## src/rtl/ether_fcs_append.sv

```systemverilog
`timescale 1ns/1ps
// Purpose: passes an RMII dibit frame through and appends the Ethernet CRC-32 FCS, then holds the inter-frame gap.
// Latency: 1 cycle in to out; the FCS directly follows the payload with no gap, then 48 idle cycles.
// Backpressure: none on the data path; busy (PAD/FCS/IFG) tells upstream not to start a frame.
//
// Ports:
//   clk, rst       clock, synchronous active-high reset
//   axiiv, axiid   input dibit valid / dibit (axiid[0] is earlier on the wire)
//   axiov, axiod   output dibit valid / dibit (axiod is 2'b00 whenever axiov is low)
//   busy           high in PAD, FCS or IFG
//   err            one-cycle pulse on a runt frame or on a frame start while busy
// Optional feature: define ETHER_FCS_PAD_EN to pad short payloads to 60 bytes before the FCS.
module ether_fcs_append (
    input  logic       clk,
    input  logic       rst,
    input  logic       axiiv,
    input  logic [1:0] axiid,
    output logic       axiov,
    output logic [1:0] axiod,
    output logic       busy,
    output logic       err
);

    localparam logic [31:0] CRC_POLY = 32'hEDB88320;
    localparam logic [31:0] CRC_INIT = 32'hFFFFFFFF;
    localparam logic [4:0]  PRE_LAST = 5'd31;
    localparam logic [5:0]  IFG_LAST = 6'd47;
    localparam logic [12:0] CNT_MAX  = 13'h1FFF;
`ifdef ETHER_FCS_PAD_EN
    localparam logic [12:0] MIN_DIBITS = 13'd240;
`endif

    typedef enum logic [2:0] {
        IDLE,
        PRE,
        DATA,
        FCS,
        IFG
`ifdef ETHER_FCS_PAD_EN
        , PAD
`endif
    } state_t;

    // Reflected CRC-32, two bits per call, d[0] shifted in first.
    function automatic logic [31:0] crc_dibit(input logic [31:0] c, input logic [1:0] d);
        logic [31:0] r;
        r = c;
        for (int i = 0; i < 2; i++) begin
            r = (r[0] ^ d[i]) ? ((r >> 1) ^ CRC_POLY) : (r >> 1);
        end
        return r;
    endfunction

    state_t      state;
    logic [31:0] crc;
    logic [4:0]  pre_cnt;
    logic [12:0] data_cnt;
    logic [3:0]  fcs_cnt;
    logic [5:0]  ifg_cnt;
    logic        armed;
    logic        start_ok;

    // armed records that axiiv was low last cycle, so axiiv && armed is a rising
    // edge. A rise that is refused leaves armed low until axiiv drops again.
    assign start_ok = axiiv && armed;

    always_ff @(posedge clk) begin
        if (rst) begin
            state    <= IDLE;
            crc      <= CRC_INIT;
            pre_cnt  <= '0;
            data_cnt <= '0;
            fcs_cnt  <= '0;
            ifg_cnt  <= '0;
            armed    <= 1'b0;
            axiov    <= 1'b0;
            axiod    <= 2'b00;
            busy     <= 1'b0;
            err      <= 1'b0;
        end else begin
            armed <= !axiiv;
            axiov <= 1'b0;
            axiod <= 2'b00;
            err   <= 1'b0;

            case (state)
                IDLE: begin
                    if (start_ok) begin
                        axiov    <= 1'b1;
                        axiod    <= axiid;
                        pre_cnt  <= 5'd1;
                        data_cnt <= '0;
                        crc      <= CRC_INIT;
                        state    <= PRE;
                    end
                end

                PRE: begin
                    if (axiiv) begin
                        axiov   <= 1'b1;
                        axiod   <= axiid;
                        pre_cnt <= pre_cnt + 5'd1;
                        if (pre_cnt == PRE_LAST) begin
                            state <= DATA;
                        end
                    end else begin
                        // Runt: the cycle that saw axiiv low already counts as the
                        // first idle cycle on the wire, so the gap starts at 1.
                        err     <= 1'b1;
                        busy    <= 1'b1;
                        ifg_cnt <= 6'd1;
                        state   <= IFG;
                    end
                end

                DATA: begin
                    if (axiiv) begin
                        axiov <= 1'b1;
                        axiod <= axiid;
                        crc   <= crc_dibit(crc, axiid);
                        if (data_cnt != CNT_MAX) begin
                            data_cnt <= data_cnt + 13'd1;
                        end
                    end else begin
                        // End of payload: emit the first pad/FCS dibit this cycle
                        // so axiov has no hole after the last data dibit.
                        busy  <= 1'b1;
                        axiov <= 1'b1;
`ifdef ETHER_FCS_PAD_EN
                        if (data_cnt < MIN_DIBITS) begin
                            axiod    <= 2'b00;
                            crc      <= crc_dibit(crc, 2'b00);
                            data_cnt <= data_cnt + 13'd1;
                            fcs_cnt  <= 4'd0;
                            state    <= (data_cnt == MIN_DIBITS - 13'd1) ? FCS : PAD;
                        end else begin
                            axiod   <= ~crc[1:0];
                            fcs_cnt <= 4'd1;
                            state   <= FCS;
                        end
`else
                        axiod   <= ~crc[1:0];
                        fcs_cnt <= 4'd1;
                        state   <= FCS;
`endif
                    end
                end

`ifdef ETHER_FCS_PAD_EN
                PAD: begin
                    axiov    <= 1'b1;
                    axiod    <= 2'b00;
                    crc      <= crc_dibit(crc, 2'b00);
                    data_cnt <= data_cnt + 13'd1;
                    if (data_cnt == MIN_DIBITS - 13'd1) begin
                        fcs_cnt <= 4'd0;
                        state   <= FCS;
                    end
                end
`endif

                FCS: begin
                    axiov <= 1'b1;
                    axiod <= ~crc[{fcs_cnt, 1'b0} +: 2];
                    if (fcs_cnt == 4'd15) begin
                        ifg_cnt <= 6'd0;
                        state   <= IFG;
                    end else begin
                        fcs_cnt <= fcs_cnt + 4'd1;
                    end
                end

                IFG: begin
                    if (ifg_cnt == IFG_LAST) begin
                        busy  <= 1'b0;
                        state <= IDLE;
                    end else begin
                        ifg_cnt <= ifg_cnt + 6'd1;
                    end
                end

                default: begin
                    busy  <= 1'b0;
                    state <= IDLE;
                end
            endcase

            // A frame start while busy is dropped; only the error is reported.
            if (busy && start_ok) begin
                err <= 1'b1;
            end
        end
    end

endmodule
```

## config.mk

```make
export PLATFORM = sky130hd
export DESIGN_NAME = ether_fcs_append
export DESIGN_NICKNAME = d
export VERILOG_FILES = /design/src/rtl/ether_fcs_append.sv
export SDC_FILE = /design/constraint.sdc
export NUM_CORES = 1
export LEC_CHECK = 0
export CAP_MARGIN = 30
export CORE_ASPECT_RATIO = 1.75
export CORE_MARGIN = 2
export CORE_UTILIZATION = 45
export DETAILED_ROUTE_END_ITERATION = 6
export PLACE_DENSITY = 0.65
export SLEW_MARGIN = 20
export SYNTH_ARGS = -nofsm -noshare
export SYNTH_HDL_FRONTEND = slang
export SYNTH_SLANG_ARGS = --single-unit
```

## constraint.sdc

```tcl
create_clock -name clk -period 2.4 [get_ports clk]
set_input_delay 0.72 -clock clk [delete_from_list [all_inputs] [get_ports clk]]
set_output_delay 0.72 -clock clk [all_outputs]
set_load 0.01 [all_outputs]
```

==> results_dict.tcl, run 1 <==
set metrics [dict create \
    cts.sinks 56 \
    hold_end "pre_cnt[4]" \
    ys.flop_type "dfxtp_1" \
    postCtsSetupBuffers 0 \
    drive_above_1_share 0.129 \
    muxShareOfSynthArea 0.0706 \
    via_per_inst 5.52 \
    root_buffer "clkbuf_8" \
    yosysSeqAreaShare 0.406 \
    crit_path_top_delay_cell "clkdlybuf4s50_1" \
    antenna_found_initial 0 \
    cts_resized 0 \
    clock_latency_ns 0.32 \
    maxCapViolCount 0 \
    dp_hpwl_mm 4.29 \
    io_buffer_count 9 \
    synth_cell_types 41 \
    run_status "complete, no violations" \
    die_w_um 63.2 \
    crit_family "XOR/XNOR gates" \
    crit_buf_inv 1 \
    die_area_mm2 0.00681 \
    grt_pass1_vias 2194 \
    slowest_delay_ns 0.53 \
    layout_min_cycle_time_ns 1.97 \
    cp.required_ns 2.62 \
    fin_area_mm2 0.00315 \
    cp_max_fo 7 \
    area_growth_pct 14.0 \
    pre_cts_ws_ns 0.0830 \
    grt.overflow.total 0 \
    finalSetupTns_ns 0 \
    io-pin-count 10 \
    crit_type "in2reg" \
    cts-hold-fix-buffers 0 \
    async_flop_share 0 \
    crit_cells 6 \
    syn_avg_cell_area_um2 9.40 \
    grt_pass1_wl_mm 10.4 \
    fin_util 0.532 \
    leakage_nw 1.07 \
    num_rows 37 \
    end_kind "flop" \
    ant_nets 0 \
    yosys.area_share.adder 0.0181 \
    worstSetupStartpointType "primary input" \
    synth.net_count 303 \
    nets 319 \
    crit_chain "clkdlybuf4s50_1, xnor2_4, xor2_4, xor2_1, o22ai_1, nand2b_1" \
    first_pass_iters 4 \
    die_y_um 108 \
    min_delay_path_depth 2 \
    start_util 0.466 \
    setup_viol 0 \
    final-max-slew-violation-count 0 \
    drt_iter0_markers 161 \
    yosys.area_share.simple 0.190 \
    wl_met3_um 93 \
    post-route-period-util 0.819 \
    clk_pin_slew_worst_paths_ns 0.10 \
    cts_tree "done" \
    placed_area_mm2 0.00304 \
    yosys_warnings 0 \
    powerDensity_mw_per_mm2 661 \
    r2r-start "state[0]" \
    dr.max_layer_used "met4" \
    clockBufferDepth 2 \
    reg2reg_slack_ns 0.53 \
    wl_per_cell_um 15.6 \
    finalHoldViolCount 0 \
    vias 2148 \
    rsz0062_at_grt "false" \
    gp_congestion 0.768 \
    met1_length_mm 2.48 \
    numCtsBuffers 5 \
    core_area_mm2 0.00593 \
    worst_slew_pin_slew_ns 0.525 \
    synth_xor_area_frac 0.115 \
    relSlewSlack 0.649 \
    met2_wirelength_mm 3.39 \
    r2r-end "ifg_cnt[5]" \
    peakVddDrop_mv 0.360 \
    setup_slack_ns 0.434 \
    h-tree-depth 2 \
    fmax_mhz 509 \
    skew_ns 0.0159 \
    grt_max_degree 33 \
    synth-compound-area-share 0.165 \
    synth-edff-count 0 \
    syn_inst 294 \
    grtUsageTotal 0.196 \
    drcViolationCount 0 \
    min_path_type "reg2reg" \
    netlist_area_mm2 0.00276 \
    synth-seq-cells 56 \
    antennaDiodeCount 0 \
    arrival_ns 2.19 \
    synth_top_family_by_area "simple AND/OR/NAND/NOR gates" \
    drt_wl_total_mm 6.08 \
    hp-start "pre_cnt[4]" \
    rr_worst_depth 5 \
]
-- routing by layer --
metal,global-route usage,up-vias
met5,0,-
met4,0.0807,0
met3,0.0366,13
met2,0.375,19
met1,0.206,1032
li1,-,1084
-- cell type report --
class	instances	area [µm²]
inverter	5	18.8
clock buffer	6	72.6
tap	78	97.6
timing repair buffer	29	253
multi-input combinational	213	1550
fill	589	2770
clock inverter	2	38.8
sequential	56	1120
-- through the flow --
stage                     std cells  power (mW)  hold slack [ns]
after floorplan                 294        1.31            0.436
after global placement          381        1.47            0.447
after detailed placement        381        1.47            0.457
after CTS                       389        2.10            0.472
after global routing            389        2.19            0.512
final                           389        2.08            0.466
-- cell usage in the layout (no fill, tap or decap), types with 2 or more instances in the layout --
master | synthesis | routed
clkdlybuf4s50_1 | 0 | 9
ha_1 | 4 | 4
a211oi_1 | 5 | 5
nand2b_1 | 36 | 36
o22ai_1 | 31 | 31
a22oi_1 | 3 | 3
nand3_1 | 7 | 7
o21ai_0 | 6 | 6
buf_4 | 0 | 19
nor2b_1 | 3 | 3
o32ai_1 | 2 | 2
xor2_1 | 10 | 10
xnor2_4 | 2 | 2
nor2_1 | 24 | 24
nand2_1 | 8 | 8
nor3_2 | 1 | 2
mux2i_1 | 6 | 6
a31oi_1 | 2 | 2
a32oi_1 | 2 | 2
clkbuf_8 | 0 | 5
dfxtp_1 | 56 | 56
o31ai_1 | 2 | 2
a311oi_1 | 3 | 3
mux4_2 | 6 | 6
inv_1 | 5 | 5
nand4_1 | 3 | 3
xnor2_1 | 17 | 17
a21oi_1 | 8 | 8
nor3_1 | 8 | 7
or3_1 | 2 | 2
-- synth_stat cells, drive strengths merged (2+ instances only) --
| library cell | number | share of area |
|---|---|---|
| a311oi | 3 | 0.0095 |
| xnor2 | 19 | 0.074 |
| nand2 | 8 | 0.011 |
| o22ai | 31 | 0.070 |
| a31oi | 2 | 0.0045 |
| a32oi | 2 | 0.0063 |
| a22oi | 3 | 0.0081 |
| mux2i | 6 | 0.022 |
| nand2b | 36 | 0.081 |
| nor2 | 25 | 0.035 |
| mux4 | 6 | 0.049 |
| a21oi | 8 | 0.014 |
| or3 | 2 | 0.0045 |
| o32ai | 2 | 0.0063 |
| xor2 | 11 | 0.042 |
| nand3 | 7 | 0.013 |
| nor2b | 3 | 0.0068 |
| inv | 5 | 0.0068 |
| clkbuf | 17 | 0.023 |
| o31ai | 2 | 0.0054 |
| a211oi | 5 | 0.014 |
| buf | 3 | 0.0054 |
| dfxtp | 56 | 0.41 |
| nand4 | 3 | 0.0068 |
| ha | 4 | 0.018 |
| o21ai | 6 | 0.011 |
| nor3 | 9 | 0.018 |
-- tightest hold or removal path, cell delays in order (launching register included) --
cell     delay [ns]
dfxtp_1        0.33
nand2_1        0.05
a21oi_1        0.05
-- flip-flops by register name, indices dropped and copies added (netlist names) --
signal,flops
busy,1
pre_cnt,5
fcs_cnt,4
axiod,2
ifg_cnt,6
axiov,1
crc,32
state,3
armed,1
err,1
-- cells by family (layout without fill, tap and decap cells) --
| logic type | Yosys count | in the layout |
|---|---|---|
| AO/OA/AOI/OAI | 69 | 69 |
| XOR/XNOR | 30 | 30 |
| adder cells (fa/ha/maj) | 4 | 4 |
| buffers and inverters | 25 | 42 |
| flip-flops | 56 | 56 |
| multiplexers | 12 | 12 |
| AND/OR/NAND/NOR | 98 | 98 |
-- worst max path at each step --
| stage | start | end | slack, ns |
|---|---|---|---|
| 6_report | axiid[1] | crc[29] | 0.43 |
| 5_1_grt | axiid[1] | crc[29] | 0.35 |
| 4_1_cts | axiid[1] | crc[29] | 0.43 |
| 3_5_place_dp | axiid[1] | crc[29] | 0.08 |
| 3_3_place_gp | axiid[1] | crc[20] | 0.12 |
| 2_1_floorplan | axiiv | ifg_cnt[5] | 0.55 |
-- report_power, final --
| group | total [mW] | internal (mW) | switching, mW |
|---|---|---|---|
| Clock | 0.635 | 0.316 | 0.319 |
| Combinational | 0.423 | 0.195 | 0.229 |
| Sequential | 1.02 | 0.967 | 0.0578 |
| Total | 2.08 | 1.48 | 0.606 |
Power figures use the tool's default switching activity.
==> run 2: changes to the inputs <==
Clock period 2.4 ns to 1.9 ns, I/O delays scaled along.
==> run 2 against run 1 <==
Compared with the run above:
- register-to-register slack worse by 0.40 ns
- die area unchanged
- final cell count up 2.6%
- clock skew down 0.011 ns
==> results_dict.tcl, run 2 (synthesized netlist as in run 1, its figures left out) <==
set metrics [dict create \
    root_buffer "clkbuf_8" \
    powerDensity_mw_per_mm2 783 \
    fin_area_mm2 0.00322 \
    worst_slew_pin_slew_ns 0.365 \
    post-route-period-util 0.945 \
    drt_iter0_markers 75 \
    cts.sinks 56 \
    io-pin-count 10 \
    dp_hpwl_mm 4.23 \
    leakage_nw 1.11 \
    via_per_inst 5.56 \
    antenna_found_initial 0 \
    gp_congestion 0.783 \
    skew_ns 0.00477 \
    vias 2220 \
    ant_nets 0 \
    regMostFlops "crc" \
    place_inst 392 \
    met1_length_mm 2.40 \
    run_status "complete, no violations" \
    worstSetupStartpointType "flop" \
    numCtsBuffers 5 \
    start_util 0.466 \
    grt_pass1_wl_mm 10.3 \
    setup_slack_ns 0.104 \
    first_pass_iters 4 \
    layout_min_cycle_time_ns 1.80 \
    final-max-slew-violation-count 0 \
    crit_type "reg2out" \
    fmax_mhz 557 \
    met2_wirelength_mm 3.14 \
    antennaDiodeCount 0 \
    grtUsageTotal 0.195 \
    die_y_um 108 \
    num_rows 37 \
    maxCapViolCount 0 \
    io_buffer_count 9 \
    p_total_mw 2.52 \
    nets 330 \
    rsz0062_at_grt "false" \
    finalHoldViolCount 0 \
    largest_register_ffs 32 \
    setup_viol 0 \
    grt_max_degree 33 \
    cts_tree "done" \
    min_path_type "reg2reg" \
    drcViolationCount 0 \
    cp_max_fo 3 \
    die_area_mm2 0.00681 \
    final_cell_count_no_fill 399 \
    die_w_um 63.2 \
    arrival_ns 1.23 \
    cp.required_ns 1.33 \
    core_area_mm2 0.00593 \
    slowest_delay_ns 0.55 \
    crit_buf_inv 1 \
    peakVddDrop_mv 0.461 \
    mostFrequentLayoutCell "dfxtp_1" \
    clk_pin_slew_worst_paths_ns 0.09 \
    drt_wl_total_mm 5.82 \
    reg_top3 "crc x32, ifg_cnt x6, pre_cnt x5" \
    wl_per_cell_um 14.6 \
    dr.max_layer_used "met4" \
    clock_latency_ns 0.31 \
    relSlewSlack 0.751 \
    area_growth_pct 16.5 \
    end_kind "primary output" \
    fin_util 0.543 \
    drive_above_1_share 0.159 \
    clockBufferDepth 2 \
    grt_pass1_vias 2270 \
    crit_path_top_delay_cell "clkdlybuf4s50_1" \
    grt.overflow.total 0 \
    pre_cts_ws_ns -0.222 \
    crit_family "buffers and inverters" \
    final_cell_mix "dfxtp_1, nand2b_1, o22ai_1" \
    crit_chain "clkdlybuf4s50_1" \
    h-tree-depth 2 \
    wl_met3_um 120 \
    placed_area_mm2 0.00314 \
]
-- run 2: where the power goes --
group	switching, mW	total, mW	leakage [nW]	internal [mW]
logic	0.322	0.625	0.616	0.303
registers	0.0534	1.28	0.454	1.22
clock network	0.370	0.622	0.0410	0.252
total	0.746	2.52	1.11	1.78
-- run 2: worst paths after layout --
kind	from	to	slack (ns)	depth (start not counted)
min reg2reg	pre_cnt[4]	pre_cnt[4]	0.47	2
max reg2reg	ifg_cnt[0]	ifg_cnt[5]	0.13	6
min	pre_cnt[4]	pre_cnt[4]	0.47	2
max	busy	busy	0.10	1
-- run 2: final cells by class --
class	count	area, µm²
fill	592	2710
multi-input combinational	213	1560
sequential	56	1120
timing repair buffer	40	348
tap	78	97.6
clock buffer	6	72.6
inverter	5	18.8
clock inverter	1	5.00
-- run 2: routing by layer --
layer	vias to the layer above	GRT usage
li1	1113	-
met1	1075	0.200
met2	21	0.369
met3	11	0.0345
met4	0	0.101
met5	-	0
-- run 2: stage by stage --
step           hold slack (ns)  TNS, ns
6_report                 0.467        0
2_1_floorplan            0.436        0
4_1_cts                  0.466        0
5_1_grt                  0.509        0
3_3_place_gp             0.447    -4.94
3_5_place_dp             0.453    -4.72
-- run 2: worst min-delay path: stages (launching register included) --
cell and delay [ns]:
dfxtp_1 0.32, nand2_1 0.05, a21oi_1 0.05
-- run 2: what timing repair did --
action                                  4_1_cts  5_1_grt
setup buffers                                 0        0
endpoints found under the setup margin        0        3
hold buffers                                  0        0
resized for setup                             0        2
